## src/rtl/vga_timing_gen_if.sv

```systemverilog
// Video timing bundle shared by the timing generator and its consumers.
// frame_count is only live when the design is built with VGA_TIMING_FRAME_CNT_EN.
interface vga_timing_gen_if;
  logic        pix_en;
  logic [10:0] hcount;
  logic [10:0] vcount;
  logic        hsync;
  logic        vsync;
  logic        blank;
  logic        frame_start;
  logic [15:0] frame_count;

  modport master (
    input  pix_en,
    output hcount, vcount, hsync, vsync, blank, frame_start, frame_count
  );

  modport slave (
    output pix_en,
    input  hcount, vcount, hsync, vsync, blank, frame_start, frame_count
  );
endinterface

```

## src/rtl/vga_timing_gen.sv

```systemverilog
// VGA raster timing generator (640x480@60 defaults) with pixel-rate enable.
// Optional completed-frame counter enabled by defining VGA_TIMING_FRAME_CNT_EN.
module vga_timing_gen #(
  parameter int H_ACTIVE = 640,
  parameter int H_FP     = 16,
  parameter int H_SYNC   = 96,
  parameter int H_BP     = 48,
  parameter int V_ACTIVE = 480,
  parameter int V_FP     = 10,
  parameter int V_SYNC   = 2,
  parameter int V_BP     = 33
) (
  input  logic             clk,
  input  logic             reset,
  vga_timing_gen_if.master vif
);

  localparam int H_TOTAL = H_ACTIVE + H_FP + H_SYNC + H_BP;
  localparam int V_TOTAL = V_ACTIVE + V_FP + V_SYNC + V_BP;

  localparam logic [10:0] H_LAST     = 11'(H_TOTAL - 1);
  localparam logic [10:0] V_LAST     = 11'(V_TOTAL - 1);
  localparam logic [10:0] H_VIS      = 11'(H_ACTIVE);
  localparam logic [10:0] V_VIS      = 11'(V_ACTIVE);
  localparam logic [10:0] HS_FIRST   = 11'(H_ACTIVE + H_FP);
  localparam logic [10:0] HS_LAST    = 11'(H_ACTIVE + H_FP + H_SYNC - 1);
  localparam logic [10:0] VS_FIRST   = 11'(V_ACTIVE + V_FP);
  localparam logic [10:0] VS_LAST    = 11'(V_ACTIVE + V_FP + V_SYNC - 1);

  logic [10:0] hcount_reg, hcount_next;
  logic [10:0] vcount_reg, vcount_next;
  logic        hsync_reg, vsync_reg, blank_reg, frame_start_reg;
  logic        h_wrap, frame_wrap;

  // Decode syncs/blank from the next counter values so the registered
  // flags line up with the counters they describe.
  always_comb begin
    h_wrap      = (hcount_reg == H_LAST);
    frame_wrap  = h_wrap && (vcount_reg == V_LAST);
    hcount_next = h_wrap ? 11'd0 : hcount_reg + 11'd1;
    vcount_next = vcount_reg;
    if (h_wrap) begin
      vcount_next = (vcount_reg == V_LAST) ? 11'd0 : vcount_reg + 11'd1;
    end
  end

  always_ff @(posedge clk or posedge reset) begin
    if (reset) begin
      hcount_reg      <= 11'd0;
      vcount_reg      <= 11'd0;
      hsync_reg       <= 1'b1;
      vsync_reg       <= 1'b1;
      blank_reg       <= 1'b0;
      frame_start_reg <= 1'b0;
    end else begin
      frame_start_reg <= 1'b0;
      if (vif.pix_en) begin
        hcount_reg      <= hcount_next;
        vcount_reg      <= vcount_next;
        blank_reg       <= (hcount_next >= H_VIS) || (vcount_next >= V_VIS);
        hsync_reg       <= !((hcount_next >= HS_FIRST) && (hcount_next <= HS_LAST));
        vsync_reg       <= !((vcount_next >= VS_FIRST) && (vcount_next <= VS_LAST));
        frame_start_reg <= frame_wrap;
      end
    end
  end

`ifdef VGA_TIMING_FRAME_CNT_EN
  logic [15:0] frame_cnt_reg;

  // Bumps on the same edge that raises frame_start, wrapping naturally.
  always_ff @(posedge clk or posedge reset) begin
    if (reset) begin
      frame_cnt_reg <= 16'd0;
    end else if (vif.pix_en && frame_wrap) begin
      frame_cnt_reg <= frame_cnt_reg + 16'd1;
    end
  end

  assign vif.frame_count = frame_cnt_reg;
`else
  assign vif.frame_count = 16'd0;
`endif

  assign vif.hcount      = hcount_reg;
  assign vif.vcount      = vcount_reg;
  assign vif.hsync       = hsync_reg;
  assign vif.vsync       = vsync_reg;
  assign vif.blank       = blank_reg;
  assign vif.frame_start = frame_start_reg;

endmodule

```

## src/flat_wrapper.sv

```systemverilog
// flat-port wrapper written by rule: the top's interface ports become plain ports
module vga_timing_gen_flat 
#(
  parameter int H_ACTIVE = 640,
  parameter int H_FP     = 16,
  parameter int H_SYNC   = 96,
  parameter int H_BP     = 48,
  parameter int V_ACTIVE = 480,
  parameter int V_FP     = 10,
  parameter int V_SYNC   = 2,
  parameter int V_BP     = 33
)
  (clk, reset, vif_pix_en, vif_hcount, vif_vcount, vif_hsync, vif_vsync, vif_blank, vif_frame_start, vif_frame_count);
  vga_timing_gen_if vif_i ();
  input  logic clk;
  input  logic reset;
  input wire logic [$bits(vif_i.pix_en)-1:0] vif_pix_en;
  output wire logic [$bits(vif_i.hcount)-1:0] vif_hcount;
  output wire logic [$bits(vif_i.vcount)-1:0] vif_vcount;
  output wire logic [$bits(vif_i.hsync)-1:0] vif_hsync;
  output wire logic [$bits(vif_i.vsync)-1:0] vif_vsync;
  output wire logic [$bits(vif_i.blank)-1:0] vif_blank;
  output wire logic [$bits(vif_i.frame_start)-1:0] vif_frame_start;
  output wire logic [$bits(vif_i.frame_count)-1:0] vif_frame_count;
  assign vif_i.pix_en = vif_pix_en;
  assign vif_hcount = vif_i.hcount;
  assign vif_vcount = vif_i.vcount;
  assign vif_hsync = vif_i.hsync;
  assign vif_vsync = vif_i.vsync;
  assign vif_blank = vif_i.blank;
  assign vif_frame_start = vif_i.frame_start;
  assign vif_frame_count = vif_i.frame_count;
  vga_timing_gen #(.H_ACTIVE(H_ACTIVE), .H_FP(H_FP), .H_SYNC(H_SYNC), .H_BP(H_BP), .V_ACTIVE(V_ACTIVE), .V_FP(V_FP), .V_SYNC(V_SYNC), .V_BP(V_BP)) u_core (.clk(clk), .reset(reset), .vif(vif_i));
endmodule
```

## config.mk

```make
export PLATFORM = sky130hd
export DESIGN_NAME = vga_timing_gen_flat
export DESIGN_NICKNAME = d
export VERILOG_FILES = /design/src/rtl/vga_timing_gen_if.sv /design/src/rtl/vga_timing_gen.sv /design/src/flat_wrapper.sv
export SDC_FILE = /design/constraint.sdc
export NUM_CORES = 1
export LEC_CHECK = 0
export CORE_ASPECT_RATIO = 1.25
export CORE_MARGIN = 2
export CORE_UTILIZATION = 25
export DETAILED_ROUTE_END_ITERATION = 10
export GPL_ROUTABILITY_DRIVEN = 0
export SETUP_SLACK_MARGIN = 0.02
export SLEW_MARGIN = 0
export SYNTH_ARGS = -nofsm -noshare
export SYNTH_HDL_FRONTEND = slang
export SYNTH_SLANG_ARGS = --single-unit
export TNS_END_PERCENT = 50
```

## constraint.sdc

```tcl
create_clock -name clk -period 5.56 [get_ports clk]
set_input_delay 0.834 -clock clk [delete_from_list [all_inputs] [get_ports clk]]
set_output_delay 0.834 -clock clk [all_outputs]
set_load 0.02 [all_outputs]
```

==> summary.txt, run 1 <==
Global route
  • Initial antenna violation count: 0
  • Vias in the first global route: 1,611
  • Largest net degree at the start of global routing: 27
  • First-pass GRT wire length: between 7 and 8 mm
  • Total GRT Usage: between 10% and 20%
  • Overflow after GRT: 0

Layout
  • Layout Nets: between 200 and 250
  • Reg area: about 650 um^2
  • Core Util, Final: 30.8%
  • Fill count: roughly 750
  • Inserted Diodes: 0
  • Commonest non-fill, non-tap cell in the layout: clkdlybuf4s50_1
  • Multi-input gate area: about 0.001 mm^2
  • Share of cells above drive strength 1: 5.51%
  • Most frequent cells in the layout: clkdlybuf4s50_1 (28), nand2_1 (26), dfrtp_1 (24)
  • Synth-to-Final Area Change: 18.3%

Timing
  • RSZ-0062 raised after global routing: no
  • Final Hold Vio Count: 0
  • Clk_skew: around 0.012 ns
  • Post-route setup TNS: 0 ns
  • Setup slack after layout: between 2 and 2.5 ns
  • Fmax: around 320 MHz
  • Period utilization: 55.6%
  • Min Tclk post-route: 3.09 ns
  • Final setup viols: 0
  • Final Slew Violations: 0
  • Worst-margin pin slew: 1.25 ns
  • Worst slew margin: roughly 16%

Setup path
  • FF-to-FF path depth: 6
  • Worst setup path class: reg2reg
  • Worst Path Required: about 5.7 ns
  • CP arrival: about 3.2 ns
  • R2r startpoint: u_core.vif.hcount[0]
  • Reg2reg end: u_core.vif.vcount[6]
  • Startpoint Class: flop
  • Worst Setup End Kind: flop
  • CP Max Fanout: 14
  • R2R Setup Slk: around 2.5 ns

Drt
  • Routed wl met2: 2.20 mm
  • Wl on met1: ~1.9 mm
  • DRT Pass-1 Iters: 4
  • Met3 wire length: roughly 150 um
  • Vias per cell: a little under 5
  • Top routing layer in use: met4
  • DRC viols: 0
  • Routed len/inst: about 13 um
  • DRT Wirelength: ~4.3 mm
  • DR vias: between 1,500 and 2,000
  • Starting DRC count in detailed routing: just under 80
  • Final ANT Viol Nets: 0

Clock tree
  • CTS buffer count: 3
  • CTS sink count: 26
  • Max Root-Sink Buffers: 2
  • Post-CTS setup buffers: 0
  • Skew-Pair Late Insertion Delay: around 0.28 ns
  • TritonCTS clock tree: built
  • PostCTS Resize Cnt: 0
  • Root buffer cell: clkbuf_8
  • Hold-fix buffers, CTS: 0
  • Clock transition at the registers of the reported paths: ~0.1 ns
  • H-tree levels: 1

Synth
  • Post-synth EDFFs: 0
  • Avg Inst Size Synth: between 8 and 9 um^2
  • Sequential share of the synthesized area: 36.0%
  • Post-Syn Instances: about 220
  • Ys async rst share: 100%
  • Ys Warns: 0
  • Cell Area, Synth: about 0.0018 mm^2
  • Top_reg_cell synth: dfrtp_1
  • #FFs+latches synth: 26
  • Library cells used by synthesis: 49

Floorplanning
  • Area of the die: about 0.0080 mm^2
  • Initial Utilization: between 20% and 30%
  • Die Ht: a little under 100 um
  • IO Count: between 40 and 50
  • Core Box Area: ~0.0070 mm^2
  • DIE WIDTH: approximately 80 um
  • Row count: 34

Worst hold path
  • Hold endpoint: u_core.vif.vsync
  • Hold Crit Depth: 2
  • Hold path startpoint: u_core.vif.vsync
  • Type of the tightest min-delay check: reg2reg

Run status
  • Status: finished clean

Place
  • Dpl ws: approximately 2.5 ns
  • Hpwl dp: 3.12 mm
  • IO Port Bufs: 28

Pwr
  • PwrDens: 302 mW/mm^2
  • Pwr Total: approximately 650 uW
  • Pleak: ~0.00083 uW
  • VDD IR max: 199 uV

Job
  • Max_cap viols: 0
through the flow:
stage	instance area (um^2)	instances	hold WS, ns
after floorplan	1870	233	0.516
after global placement	2090	322	0.505
after detailed placement	2090	322	0.511
after CTS	2150	326	0.525
after global routing	2150	326	0.541
final	2150	326	0.522
layout make-up:
type	instances	area share (%)
sequential	26	30.4
tap	90	5.25
multi-input combinational	169	46.9
clock buffer	4	2.57
inverter	8	1.40
timing repair buffer	29	13.4
power breakdown:
part	switching [uW]	internal, uW	total, uW
logic	128	109	236
clock network	62.9	63.4	126
registers	65.9	219	285
cells in the mapped netlist (3+ instances only):
| library cell | count | area share (%) |
|---|---|---|
| clkbuf_1 | 8 | 1.7 |
| xnor2_1 | 6 | 2.9 |
| dfrtp_1 | 24 | 33 |
| o21ai_0 | 20 | 5.5 |
| nand4_1 | 8 | 2.8 |
| o31ai_1 | 3 | 1.2 |
| ha_1 | 4 | 2.8 |
| nor3_1 | 6 | 1.7 |
| a21oi_1 | 5 | 1.4 |
| nand3_1 | 10 | 2.8 |
| and2_1 | 3 | 1.0 |
| nand2_1 | 26 | 5.4 |
| buf_4 | 16 | 6.6 |
| inv_1 | 8 | 1.7 |
| nor2_1 | 18 | 3.7 |
| nor4_1 | 3 | 1.0 |
| buf_2 | 5 | 1.4 |
| or3_1 | 3 | 1.0 |
| a31oi_1 | 3 | 1.0 |
logic make-up after synthesis:
logic type	after synthesis	synth area share, %
buf+inv	38	11.9
fa+ha+maj	5	3.31
compound gates	42	14.6
xor+xnor	8	3.86
simple gates	95	28.4
other cells	1	0.207
flops	26	36.0
mux	3	1.72
routing by layer:
| layer | up-vias | GRT usage, % |
|---|---|---|
| met5 | - | 0 |
| met4 | 0 | 3.91 |
| met3 | 4 | 1.45 |
| met2 | 43 | 19.9 |
| met1 | 762 | 15.1 |
| li1 | 786 | - |
worst max-delay path by stage:
| stage | from | end |
|---|---|---|
| 2_1_floorplan | u_core.vif.hcount[1] | u_core.vif.vsync |
| 3_3_place_gp | u_core.vif.hcount[0] | u_core.vif.vcount[2] |
| 3_5_place_dp | u_core.vif.hcount[0] | u_core.vif.vcount[3] |
| 4_1_cts | u_core.vif.hcount[0] | u_core.vif.vcount[3] |
| 5_1_grt | u_core.vif.hcount[0] | u_core.vif.vcount[3] |
| 6_report | u_core.vif.hcount[0] | u_core.vif.vcount[6] |
critical path, cell delays in order, from the launching register on:
cell and delay (ns):
dfrtp_1 0.51, ha_1 0.45, nand4_2 0.21, nor4_2 1.05
nand2_1 0.39, o21ai_0 0.25, o31ai_1 0.10
No activity file was read; power rests on OpenSTA's default activity.
==> run 2, diff against run 1 <==
==> constraint.sdc (replaced) <==
create_clock -name clk -period 2.7 [get_ports clk]
set_input_delay 0.405 -clock clk [delete_from_list [all_inputs] [get_ports clk]]
set_output_delay 0.405 -clock clk [all_outputs]
set_load 0.02 [all_outputs]
==> run 2 against run 1 <==
Net effect:
- sequential power rose by 89%
- first-iteration DRC count is 8.9% lower
- core utilization is 1.2 points higher
- critical endpoint is now u_core.vif.vsync
- die area unchanged
- register-to-register slack worse by 2.2 ns
- non-clock buffer count rose by 9
- highest routed layer unchanged
==> summary.txt, run 2 (synthesis results as in run 1) <==
Clock tree
  • Max Root-Sink Buffers: 2 (unchanged)
  • PostCTS Resize Cnt: 0 (unchanged)
  • TritonCTS clock tree: built
  • Hold-fix buffers, CTS: 0 (unchanged)
  • Post-CTS setup buffers: 0 (unchanged)
  • Clock transition at the registers of the reported paths: 0.10 ns (about the same)
  • CTS buffer count: 3 (unchanged)
  • Skew-Pair Late Insertion Delay: 0.28 ns (about the same)
  • Root buffer cell: clkbuf_8
  • CTS sink count: 26 (unchanged)
  • H-tree levels: 1 (unchanged)

Floorplanning
  • Initial Utilization: 26.0% (unchanged)
  • Die Ht: 99.2 um (unchanged)
  • Row count: 34 (unchanged)
  • Core Box Area: 0.00698 mm^2 (unchanged)
  • DIE WIDTH: 80.2 um (unchanged)
  • IO Count: 45 (unchanged)
  • Area of the die: 0.00796 mm^2 (unchanged)

Drt
  • Vias per cell: 4.81 (-1.6%)
  • DRT Pass-1 Iters: 4 (unchanged)
  • DRC viols: 0 (unchanged)
  • DR vias: 1,613 (+1.1%)
  • DRT Wirelength: 4.42 mm (+2.6%)
  • Starting DRC count in detailed routing: 72 (-8.9%)
  • Routed len/inst: 13.2 um (-0.20%)
  • Final ANT Viol Nets: 0 (unchanged)

Pwr
  • PwrDens: 655 mW/mm^2 (+120%)
  • Pleak: 0.000883 uW (+6.2%)
  • VDD IR max: 357 uV (+80%)

Timing
  • Period utilization: 89.4% (+34 points)
  • RSZ-0062 raised after global routing: no
  • Min Tclk post-route: 2.41 ns (-0.676 ns)
  • Post-route setup TNS: 0 ns (unchanged)
  • Fmax: 414 MHz (+28%)
  • Worst-margin pin slew: 0.675 ns (-0.580 ns)
  • Final Hold Vio Count: 0 (unchanged)
  • Final setup viols: 0 (unchanged)
  • Worst slew margin: 54.6% (+39 points)
  • Clk_skew: 0.00643 ns (-0.00509 ns)
  • Final Slew Violations: 0 (unchanged)

Setup path
  • Crit-path max cell delay: 0.54 ns (-0.51 ns)
  • CP arrival: 2.60 ns (-0.64 ns)
  • Largest delay share family, worst path: simple AND/OR/NAND/NOR gates
  • Slowest cell on the critical path: nor4_1
  • Worst Path Required: 2.88 ns (-2.83 ns)
  • CP Max Fanout: 7 (-7)
  • Worst Setup End Kind: flop
  • Crit-path cells: inv_1 > ha_1 > or4b_1 > nor4_1 > o311ai_0 > o21a_1 > nor2_1 > a31oi_1
  • CP Buf/Inv Count: 1 (+1)
  • Startpoint Class: flop
  • Worst setup path class: reg2reg

Global route
  • Initial antenna violation count: 0 (unchanged)
  • Largest net degree at the start of global routing: 27 (unchanged)
  • Overflow after GRT: 0 (unchanged)
  • First-pass GRT wire length: 7.56 mm (-0.18%)
  • Vias in the first global route: 1,525 (-5.3%)
  • Total GRT Usage: 11.7% (about the same)

Layout
  • Synth-to-Final Area Change: 22.9%
  • Layout Nets: 253 (+3.7%)
  • Design Area, Final: 0.00223 mm^2 (+3.9%)
  • Commonest non-fill, non-tap cell in the layout: clkdlybuf4s50_1
  • Inserted Diodes: 0 (unchanged)
  • Fill count: 754 (+0.40%)
  • Share of cells above drive strength 1: 8.98% (+3.5 points)
  • Most frequent cells in the layout: clkdlybuf4s50_1 (28), nand2_1 (26), dfrtp_1 (24)
  • Core Util, Final: 32.0% (+1.2 points)

Place
  • Hpwl dp: 3.26 mm (+4.3%)
  • Dpl cell area: 0.00216 mm^2 (+3.2%)
  • IO Port Bufs: 28 (unchanged)

Job
  • Max_cap viols: 0 (unchanged)

Run status
  • Status: finished clean

Worst hold path
  • Type of the tightest min-delay check: in2async
## run 2: area by class of cell
class	instances	area [um^2]	share of cell area (%)
multi-input cells	169	1010	45.2
repair buffers	38	355	15.9
clock buffers	3	41.3	1.85
well taps	90	113	5.05
flip-flops and latches	26	653	29.3
inverters	8	30.0	1.35
clock inverters	1	30.0	1.35
## run 2: per-layer routing
metal	share of wire [%]	track usage (%)	vias up
li1	-	-	801
met1	44	14.9	762
met2	50	20.4	48
met3	4.8	2.63	2
met4	0.50	1.69	0
met5	0	0	-
## run 2: power by group
part | total [uW] | internal, uW | switching [uW]
sequential | 539 | 451 | 87.8
clock | 337 | 199 | 139
combinational | 585 | 263 | 321
total | 1460 | 913 | 548
## run 2: worst register-to-register path, stage by stage (launching register included)
cell      delay (ns)
dfrtp_1         0.48
inv_1           0.09
ha_1            0.13
or4b_1          0.46
nor4_1          0.54
o311ai_0        0.20
o21a_1          0.24
nor2_1          0.11
a31oi_1         0.08
## run 2: through the flow
stage	hold WS, ns	instances	power [uW]	worst slack (ns)
after global placement	0.491	331	1120	0.328
after detailed placement	0.480	331	1140	0.325
after CTS	0.493	335	1480	0.286
after global routing	0.528	335	1560	0.0697
final	0.485	335	1460	0.286
after floorplan	0.444	233	916	0.234
## run 2: path summary, 6_finish.rpt
| path | start | end | slack [ns] | depth (start not counted) |
|---|---|---|---|---|
| max | u_core.vif.vcount[0] | u_core.vif.vsync | 0.29 | 8 |
| min | reset | u_core.vif.hcount[3] | 0.48 | 3 |
| max reg2reg | u_core.vif.vcount[0] | u_core.vif.vsync | 0.29 | 8 |
| min reg2reg | u_core.vif.vsync | u_core.vif.vsync | 0.49 | 2 |
| max in group asynchronous | reset | u_core.vif.vsync | 1.90 | 3 |
| min in group clk | u_core.vif.vsync | u_core.vif.vsync | 0.49 | 2 |
==> run 3, diff against run 2 <==
--- a/config.mk
+++ b/config.mk
@@ -7,9 +7,10 @@
 export LEC_CHECK = 0
 export CORE_ASPECT_RATIO = 1.25
 export CORE_MARGIN = 2
-export CORE_UTILIZATION = 25
+export CORE_UTILIZATION = 45
 export DETAILED_ROUTE_END_ITERATION = 10
 export GPL_ROUTABILITY_DRIVEN = 0
+export PLACE_DENSITY = 0.77
 export SETUP_SLACK_MARGIN = 0.02
 export SLEW_MARGIN = 0
 export SYNTH_ARGS = -nofsm -noshare
==> run 3 against run 2 <==
Net effect:
- sequential cell count stayed put
- hold slack worse by 0.0047 ns
- first-iteration DRC count is 6.9% higher
- critical endpoint unchanged
- via count is 2.9% higher
- sequential share of layout area is 0.40 points higher
- global-route usage is 8.3 points higher
- non-clock buffer count is 2 higher
- total power is 0.49% lower
==> summary.txt, run 3 (synthesis results as in run 1) <==
Run status
  • Status: finished clean

Floorplanning
  • Area of the die: 0.00456 mm^2 (-43%)
  • Die Ht: 75.0 um (-24%)
  • Row count: 25 (-26%)
  • Core Box Area: 0.00382 mm^2 (-45%)
  • DIE WIDTH: 60.8 um (-24%)
  • Initial Utilization: 47.5% (+22 points)
  • IO Count: 45 (unchanged)

Timing
  • Fmax: 414 MHz (-0.14%)
  • Hold_ws: 0.480 ns (-0.00471 ns)
  • Final Hold Vio Count: 0 (unchanged)
  • Min Tclk post-route: 2.42 ns (+0.00328 ns)
  • Post-route setup TNS: 0 ns (unchanged)
  • RSZ-0062 raised after global routing: no
  • Clk_skew: 0.00573 ns (-0.000706 ns)
  • Period utilization: 89.5% (+0.12 points)
  • Final Slew Violations: 0 (unchanged)
  • Final setup viols: 0 (unchanged)

Place
  • Hpwl dp: 3.02 mm (-7.2%)
  • IO Port Bufs: 28 (unchanged)
  • DP Cell Count: 297 (-10%)

Layout
  • Layout Nets: 255 (+0.79%)
  • Commonest non-fill, non-tap cell in the layout: clkdlybuf4s50_1
  • Synth-to-Final Area Change: 21.2%
  • Share of cells above drive strength 1: 9.72% (+0.74 points)
  • Core Util, Final: 57.6% (+26 points)
  • Finished Layout Cells: 301 (-10%)
  • Inserted Diodes: 0 (unchanged)
  • Most frequent cells in the layout: clkdlybuf4s50_1 (28), nand2_1 (26), dfrtp_1 (24)

Pwr
  • VDD IR max: 310 uV (-13%)
  • Pleak: 0.000894 uW (+1.2%)
  • PwrDens: 661 mW/mm^2 (+0.87%)

Drt
  • Vias per cell: 5.51 (+15%)
  • Final ANT Viol Nets: 0 (unchanged)
  • DRC viols: 0 (unchanged)
  • DRT Pass-1 Iters: 4 (unchanged)
  • DR vias: 1,660 (+2.9%)
  • Starting DRC count in detailed routing: 77 (+6.9%)
  • DRT Wirelength: 4.12 mm (-6.8%)
  • Routed len/inst: 13.7 um (+3.7%)

Setup path
  • CP Max Fanout: 8 (+1)
  • Reg2reg end: u_core.vif.vsync
  • R2R Setup Slk: 0.28 ns (about the same)
  • Slowest cell on the critical path: or4_1
  • R2r startpoint: u_core.vif.vcount[1]
  • Worst setup path class: reg2reg
  • Startpoint Class: flop
  • Worst Setup End Kind: flop
  • FF-to-FF path depth: 8 (unchanged)
  • Worst Path Required: 2.91 ns (+0.03 ns)
  • Crit-path cells: inv_1 > ha_1 > or4b_1 > or4_1 > and4_1 > o21ai_0 > a32oi_1 > a31oi_1
  • Crit-path max cell delay: 0.57 ns (+0.03 ns)
  • CP arrival: 2.63 ns (+0.03 ns)

Clock tree
  • H-tree levels: 1 (unchanged)
  • Max Root-Sink Buffers: 2 (unchanged)
  • Hold-fix buffers, CTS: 0 (unchanged)
  • Clock transition at the registers of the reported paths: 0.10 ns (about the same)
  • TritonCTS clock tree: built
  • Root buffer cell: clkbuf_8
  • Post-CTS setup buffers: 0 (unchanged)
  • CTS buffer count: 3 (unchanged)
  • CTS sink count: 26 (unchanged)
  • PostCTS Resize Cnt: 0 (unchanged)
  • Skew-Pair Late Insertion Delay: 0.28 ns (about the same)

Global route
  • Overflow after GRT: 0 (unchanged)
  • Vias in the first global route: 1,488 (-2.4%)
  • Total GRT Usage: 20.0% (+8.3 points)
  • Initial antenna violation count: 0 (unchanged)
  • Largest net degree at the start of global routing: 27 (unchanged)
  • First-pass GRT wire length: 6.92 mm (-8.4%)

Job
  • Max_cap viols: 0 (unchanged)

Worst hold path
  • Type of the tightest min-delay check: in2async
[run 3: routing by layer]
metal	vias up	share of wire, %	GRT usage [%]
li1	801	-	-
met1	782	42	25.8
met2	71	50	33.0
met3	6	6.0	1.89
met4	0	2.1	10.1
met5	-	0	0
[run 3: where the power goes]
group / internal, uW / leakage, uW / switching, uW
logic: 265 / 0.000531 / 320
clock network: 199 / 0.0000357 / 132
registers: 451 / 0.000328 / 86.1
total: 915 / 0.000894 / 539
[run 3: critical path: cells and delay by family (launching register included)]
family / cells / cell delay (ns)
adders and majority gates: 1 / 0.14
and+or+nand+nor: 3 / 1.27
AOI/OAI and AO/OA: 3 / 0.40
DFF: 1 / 0.45
buffers and inverters: 1 / 0.10
[run 3: cell type report]
class,count,area (um^2)
fillers,348,1620
inverters,8,30.0
clock buffers,3,41.3
clock inverters,1,30.0
well taps,54,67.6
multi-input cells,169,1010
flip-flops and latches,26,653
repair buffers,40,370
[run 3: worst max path at each step]
stage / start / depth (start not counted) / end / slack, ns
2_1_floorplan: u_core.vif.hcount[1] / 8 / u_core.vif.vsync / 0.23
3_3_place_gp: u_core.vif.hcount[0] / 7 / u_core.vif.vsync / 0.42
3_5_place_dp: u_core.vif.vcount[1] / 8 / u_core.vif.vsync / 0.33
4_1_cts: u_core.vif.vcount[1] / 8 / u_core.vif.vsync / 0.30
5_1_grt: u_core.vif.vcount[1] / 8 / u_core.vif.vsync / 0.13
6_report: u_core.vif.vcount[1] / 8 / u_core.vif.vsync / 0.28
[run 3: through the flow]
step                instance area, um^2  total power [uW]  setup WS [ns]
floorplan                          1870               916          0.234
global placement                   2130              1110          0.420
detailed placement                 2130              1130          0.329
CTS                                2200              1450          0.299
global route                       2200              1540          0.131
finish                             2200              1450          0.283
